`src/rtl/vec_uart_loader_pkg.sv`:
```
// vec_pkg: shared definitions for the UART vector loader.
//   CMD_WRITE_A / CMD_WRITE_B : command bytes selecting the destination BRAM
//   loader_state_t            : loader FSM states
//   vec_sel_t                 : destination vector select
package vec_pkg;

   localparam logic [7:0] CMD_WRITE_A = 8'h01;
   localparam logic [7:0] CMD_WRITE_B = 8'h02;

   typedef enum logic {IDLE, LOAD} loader_state_t;
   typedef enum logic {VEC_A, VEC_B} vec_sel_t;

endpackage

```
`src/rtl/vec_uart_loader_elem_addr_counter.sv`:
```
// elem_addr_counter: element index counter for the vector loader.
//   clk, reset : clock, synchronous active-high reset
//   clear      : zero the counter (wins over inc)
//   inc        : advance by one
//   count      : current element index (N bits)
//   last       : combinational, high when count == MAX_COUNT-1
module elem_addr_counter
   import vec_pkg::*;
#(
   parameter int N         = 11,
   parameter int MAX_COUNT = 1024
) (
   input  logic         clk,
   input  logic         reset,
   input  logic         clear,
   input  logic         inc,
   output logic [N-1:0] count,
   output logic         last
);

   always_ff @(posedge clk) begin
      if (reset || clear)
         count <= '0;
      else if (inc)
         count <= count + N'(1);
   end

   assign last = (count == N'(MAX_COUNT - 1));

endmodule

```
`src/rtl/vec_uart_loader.sv`:
```
// vec_uart_loader: takes a command byte (0x01 -> vector A, 0x02 -> vector B)
// followed by N_ELEM payload bytes and writes them to consecutive BRAM
// addresses. Unknown commands pulse cmd_err; a gap of TIMEOUT_CYC idle cycles
// during a load pulses abort and drops back to IDLE (partial data stays).
//   clk, reset         : clock, synchronous active-high reset
//   rx_data, rx_valid  : byte stream from the UART receiver
//   busy               : high while a vector load is in progress
//   wr_en_a, wr_en_b   : BRAM A / B write strobes
//   wr_addr, wr_data   : write address / data
//   load_done          : pulse with the final element write
//   cmd_err            : pulse on an unknown command byte
//   abort              : pulse on inter-byte timeout
// All outputs are registered.
module vec_uart_loader
   import vec_pkg::*;
#(
   parameter int N_ELEM      = 1024,
   parameter int ADDR_W      = 10,
   parameter int DATA_W      = 8,
   parameter int TIMEOUT_CYC = 1_000_000
) (
   input  logic              clk,
   input  logic              reset,
   input  logic [DATA_W-1:0] rx_data,
   input  logic              rx_valid,
   output logic              busy,
   output logic              wr_en_a,
   output logic              wr_en_b,
   output logic [ADDR_W-1:0] wr_addr,
   output logic [DATA_W-1:0] wr_data,
   output logic              load_done,
   output logic              cmd_err,
   output logic              abort
);

   localparam int CNT_W = $clog2(N_ELEM + 1);
   localparam int TMO_W = (TIMEOUT_CYC > 1) ? $clog2(TIMEOUT_CYC) : 1;
   localparam logic [TMO_W-1:0] TMO_LAST = TMO_W'(TIMEOUT_CYC - 1);

   loader_state_t    state;
   vec_sel_t         target;
   logic [TMO_W-1:0] tmo_cnt;
   logic [CNT_W-1:0] elem_cnt;
   logic             elem_last;
   logic             is_cmd_a, is_cmd_b;
   logic             cnt_clear, cnt_inc;

   assign is_cmd_a  = (rx_data == DATA_W'(CMD_WRITE_A));
   assign is_cmd_b  = (rx_data == DATA_W'(CMD_WRITE_B));
   assign cnt_clear = (state == IDLE) && rx_valid && (is_cmd_a || is_cmd_b);
   assign cnt_inc   = (state == LOAD) && rx_valid;

   elem_addr_counter #(
      .N         (CNT_W),
      .MAX_COUNT (N_ELEM)
   ) u_elem_cnt (
      .clk   (clk),
      .reset (reset),
      .clear (cnt_clear),
      .inc   (cnt_inc),
      .count (elem_cnt),
      .last  (elem_last)
   );

   always_ff @(posedge clk) begin
      if (reset) begin
         state     <= IDLE;
         target    <= VEC_A;
         tmo_cnt   <= '0;
         busy      <= 1'b0;
         wr_en_a   <= 1'b0;
         wr_en_b   <= 1'b0;
         wr_addr   <= '0;
         wr_data   <= '0;
         load_done <= 1'b0;
         cmd_err   <= 1'b0;
         abort     <= 1'b0;
      end else begin
         // pulses default low; address/data hold their last write
         wr_en_a   <= 1'b0;
         wr_en_b   <= 1'b0;
         load_done <= 1'b0;
         cmd_err   <= 1'b0;
         abort     <= 1'b0;
         case (state)
            IDLE: begin
               if (rx_valid) begin
                  if (is_cmd_a || is_cmd_b) begin
                     target  <= is_cmd_b ? VEC_B : VEC_A;
                     tmo_cnt <= '0;
                     state   <= LOAD;
                     busy    <= 1'b1;
                  end else begin
                     cmd_err <= 1'b1;
                  end
               end
            end
            LOAD: begin
               // an arriving byte beats a timeout expiring in the same cycle
               if (rx_valid) begin
                  wr_en_a <= (target == VEC_A);
                  wr_en_b <= (target == VEC_B);
                  wr_addr <= ADDR_W'(elem_cnt);
                  wr_data <= rx_data;
                  tmo_cnt <= '0;
                  if (elem_last) begin
                     load_done <= 1'b1;
                     state     <= IDLE;
                     busy      <= 1'b0;
                  end
               end else if (tmo_cnt == TMO_LAST) begin
                  // counter is left saturated; next command clears it
                  abort <= 1'b1;
                  state <= IDLE;
                  busy  <= 1'b0;
               end else begin
                  tmo_cnt <= tmo_cnt + TMO_W'(1);
               end
            end
            default: state <= IDLE;
         endcase
      end
   end

endmodule
```
`config.mk`:
```
export PLATFORM = sky130hd
export DESIGN_NAME = vec_uart_loader
export DESIGN_NICKNAME = d
export VERILOG_FILES = /design/src/rtl/vec_uart_loader_pkg.sv /design/src/rtl/vec_uart_loader_elem_addr_counter.sv /design/src/rtl/vec_uart_loader.sv
export SDC_FILE = /design/constraint.sdc
export NUM_CORES = 1
export LEC_CHECK = 0
export ABC_AREA = 1
export CAP_MARGIN = 20
export CORE_MARGIN = 2
export CORE_UTILIZATION = 25
export CTS_CLUSTER_DIAMETER = 100
export DETAILED_ROUTE_END_ITERATION = 8
export GPL_ROUTABILITY_DRIVEN = 0
export GPL_TIMING_DRIVEN = 1
export PLACE_DENSITY = 0.39
export SLEW_MARGIN = 20
export SYNTH_ARGS = -nofsm -noshare
export SYNTH_HDL_FRONTEND = slang
export SYNTH_HIERARCHICAL = 1
export SYNTH_SLANG_ARGS = --single-unit
```
`constraint.sdc`:
```
create_clock -name clk -period 4.7 [get_ports clk]
set_input_delay 1.175 -clock clk [delete_from_list [all_inputs] [get_ports clk]]
set_output_delay 1.175 -clock clk [all_outputs]
set_load 0.03 [all_outputs]
```
==> metrics.json <==
{
  "worst_setup_path_start_kind": "input port",
  "detail_route.iter0.violations": 151,
  "multiInputGateArea_um2": 1508,
  "p_leak_uw": 0.001401,
  "critical_path_required_ns": 4.92,
  "final-max-slew-violation-count": 0,
  "p_comb_share_pct": 3.3,
  "rows": 39,
  "path_class": "input port to flip-flop",
  "crit_buf_inv": 2,
  "drc": 0,
  "fp.dieArea_um2": 12420,
  "power_report.internal_total_uw": 933.6,
  "synth_area_per_cell_um2": 6.575,
  "clock_latency_ns": 0.32,
  "critical_path_top_delay_cell": "inv_1",
  "post_synth_and_or_nand_nor_area_fraction_pct": 40.88,
  "detail-route-antenna-nets": 0,
  "start_util_pct": 25.50,
  "power-per-cell-area_nw_per_um2": 319.8,
  "clk_pin_slew_ns": 0.05,
  "post_synth_mux_area_share_pct": 0,
  "total_global_routing_track_utilization_pct": 14.03,
  "yosys.area_share.adder_pct": 0.8669,
  "hp_class": "flip-flop to flip-flop",
  "cts_buffer_depth": 2,
  "finalCritPeriodShare_pct": 68.13,
  "slew-limit-headroom_pct": 46.74,
  "grt_start_max_net_pins": 27,
  "tritoncts_clock_tree": "done",
  "finalHoldViolations": 0,
  "grt_pass1_wl_um": 13930,
  "cp_num_cells": 8,
  "path_max_fanout": 26,
  "rsz0062_at_grt": "false",
  "synthCells": 439,
  "clock.fmax_mhz": 312.3,
  "area.sequential_um2": 1141,
  "die-width_um": 111.5,
  "critPathMaxStageDelay_ns": 0.72,
  "switching_share_pct": 20.32,
  "postSynthRegisterBits": 57,
  "drive_above_1_share_pct": 7.708,
  "count_of_inserted_antenna_diode_cells": 0,
  "drt-pass1-iter-count": 4,
  "crit_start": "rx_valid",
  "route.vias.total": 2870,
  "critical-path-top-delay-family": "buffers and inverters",
  "fin_setup_tns_ns": 0,
  "synthTopCellsByArea": "dfxtp_1, nand2_1, nor2_1",
  "clock_sinks": 57,
  "cts-hold-fix-buffers": 0,
  "final-setup-viol-count": 0,
  "synth_seq_area_share_pct": 39.53,
  "floorplan.core_area_um2": 11320,
  "power.ir.vdd_worst_mv": 0.1423,
  "die_h_um": 111.5,
  "globalRoute.totalOverflow": 0,
  "placement.io_buffers": 34,
  "finalNetCount": 489,
  "layoutNonFillerInstCount": 623,
  "crit_path_end_kind": "flip-flop",
  "ff2ff_setup_slack_ns": 2.24,
  "first_global_vias": 2784,
  "reg2reg_to": "u_elem_cnt/count[7]",
  "postLayoutSetupSlackWorst_ns": 1.498,
  "post_cts.resized_instances": 0,
  "boundaryPins": 35,
  "post-place-cells": 608,
  "hpwlAfterDp_um": 6123,
  "synth_top_family_by_area": "simple AND/OR/NAND/NOR gates",
  "timing_worst_slew_pin_value_ns": 0.7980,
  "fillers": 1268,
  "worst-r2r-cell-count": 7,
  "relative_contribution_of_sequential_cells_to_total_power_pct": 41.5,
  "crit_end": "u_elem_cnt/count[7]",
  "finalWorstPathRequiredPeriod_ns": 3.202,
  "arrival_time_at_the_worst_endpoint_ns": 3.42,
  "clock_tree.htree_level_count": 3,
  "route.final.wire_length_um": 8346,
  "drv_cap": 0,
  "post_synth_instance_area_um2": 2887,
  "crit_path_frequent_cell": "nand2_1",
  "clock_power_share_pct": 55.3,
  "clock_skew_ns": 0.004072,
  "synth-compound-area-share_pct": 9.580,
  "grt_antenna_before_repair": 0,
  "synth_top_area_share_pct": 39.53,
  "syn2layout_area_growth_pct": 26.92,
  "synth_cell_types": 34,
  "synthesis.yosys.warnings": 6,
  "detail_route.wl_per_cell_um": 13.40,
  "r2r_start": "state",
  "crit_chain": "clkdlybuf4s50_1 -> nand2_1 -> inv_1 -> nand3_1 -> nor3_1 -> nand2_1 -> nand2_1 -> nor2_1",
  "vias_per_cell": 4.607,
  "post_cts_setup_buffer_count": 0,
  "yosysTopAreaCell": "dfxtp_1",
  "run_status": "complete, no violations",
  "cts.root.buffer_cell": "clkbuf_16",
  "synth.net_count": 452,
  "place_ws_ns": 1.137,
  "synth-xor-area-share_pct": 0.9103,
  "power.switching_uw": 238.1,
  "cts_buffers": 9,
  "finalCoreUtilization_pct": 32.36
}
==> area by class of cell <==
class / count / area share, %
clock buffers: 12 / 7.001
clock inverters: 3 / 1.093
inverters: 49 / 5.020
multi-input cells: 323 / 41.15
flip-flops and latches: 57 / 31.15
well taps: 143 / 4.884
repair buffers: 36 / 9.699
==> cells in the mapped netlist <==
cell type and count:
xor2_1 2, o21ai_0 24, nor2_2 5, nand3_1 30
and2_1 1, nand2_4 2, a21oi_1 20, inv_1 47
nor3_1 6, nand3_2 1, o21a_1 1, or2_2 1
nor4_1 1, buf_8 1, clkbuf_1 4, inv_2 1
a31oi_1 1, o2111ai_1 1, o21bai_1 1, nand4_4 1
dfxtp_1 57, nand4_1 18, o21ai_2 1, a21oi_2 2
buf_1 1, and3_2 1, nand2_1 103, ha_1 2
buf_2 4, nand2_2 4, nor2_1 91, nor2_4 2
clkinv_1 1, xnor2_1 1
==> worst min path at each step <==
stage / start / to / slack (ns) / cells past startpoint
detailed placement: target / wr_en_a / 0.41 / 1
finish: target / wr_en_a / 0.41 / 1
CTS: target / wr_en_a / 0.42 / 1
global route: target / wr_en_a / 0.45 / 1
floorplan: target / wr_en_a / 0.39 / 1
global placement: target / wr_en_a / 0.40 / 1
==> routing by layer <==
metal  part of all wire [%]  vias to the layer above  global-route usage (%)
met3                    3.0                       17                   3.103
met5                      0                        -                       0
met1                     45                     1309                   16.81
li1                       -                     1487                       -
met4                    3.1                        0                   7.078
met2                     49                       57                   23.70
==> cells by family after synthesis <==
group | Yosys count
and+or+nand+nor | 267
buffers and inverters | 59
AOI/OAI and AO/OA | 51
DFF | 57
adders and majority gates | 2
xor gates and xnor gates | 3
==> placed cells by master, fill, tap and decap left out, types with 4 or more instances in the layout <==
| cell type | instances |
|---|---|
| nor3_1 | 6 |
| dfxtp_1 | 57 |
| nor2_2 | 5 |
| inv_1 | 47 |
| clkdlybuf4s50_1 | 34 |
| clkbuf_16 | 9 |
| nor2_1 | 91 |
| nand2_1 | 103 |
| a21oi_1 | 20 |
| nand4_1 | 18 |
| o21ai_0 | 24 |
| nand3_1 | 30 |
| nand2_2 | 4 |
==> state kept, by name (all words and copies together), names as in the netlist <==
| register | flops |
|---|---|
| abort | 1 |
| busy | 1 |
| cmd_err | 1 |
| load_done | 1 |
| state | 1 |
| target | 1 |
| tmo_cnt | 20 |
| u_elem_cnt/count | 11 |
| wr_addr | 10 |
| wr_data | 8 |
| wr_en_a | 1 |
| wr_en_b | 1 |
==> power groups by stage <==
stage | logic (uW) | registers (uW) | clock network [uW]
finish | 38.1 | 486 | 648
global route | 41.7 | 485 | 692
CTS | 38.9 | 485 | 671
detailed placement | 38.7 | 496 | 0
global placement | 38.9 | 496 | 0
floorplan | 17.4 | 497 | 0
==> worst reg2reg max path, stage by stage (launching register included) <==
cell	delay, ns
dfxtp_1	0.61
nand2_1	0.42
inv_1	0.73
nand3_1	0.20
nor3_1	0.24
nand2_1	0.07
nand2_1	0.06
nor2_1	0.04
==> per-stage QoR <==
step           instance area (um^2)  hold slack [ns]  power, uW
2_1_floorplan                  2887           0.3925      514.6
3_3_place_gp                   3367           0.4020      534.4
3_5_place_dp                   3367           0.4093      534.3
4_1_cts                        3664           0.4170       1195
5_1_grt                        3664           0.4507       1219
6_report                       3664           0.4104       1172
No activity file was read; power rests on OpenSTA's default activity.
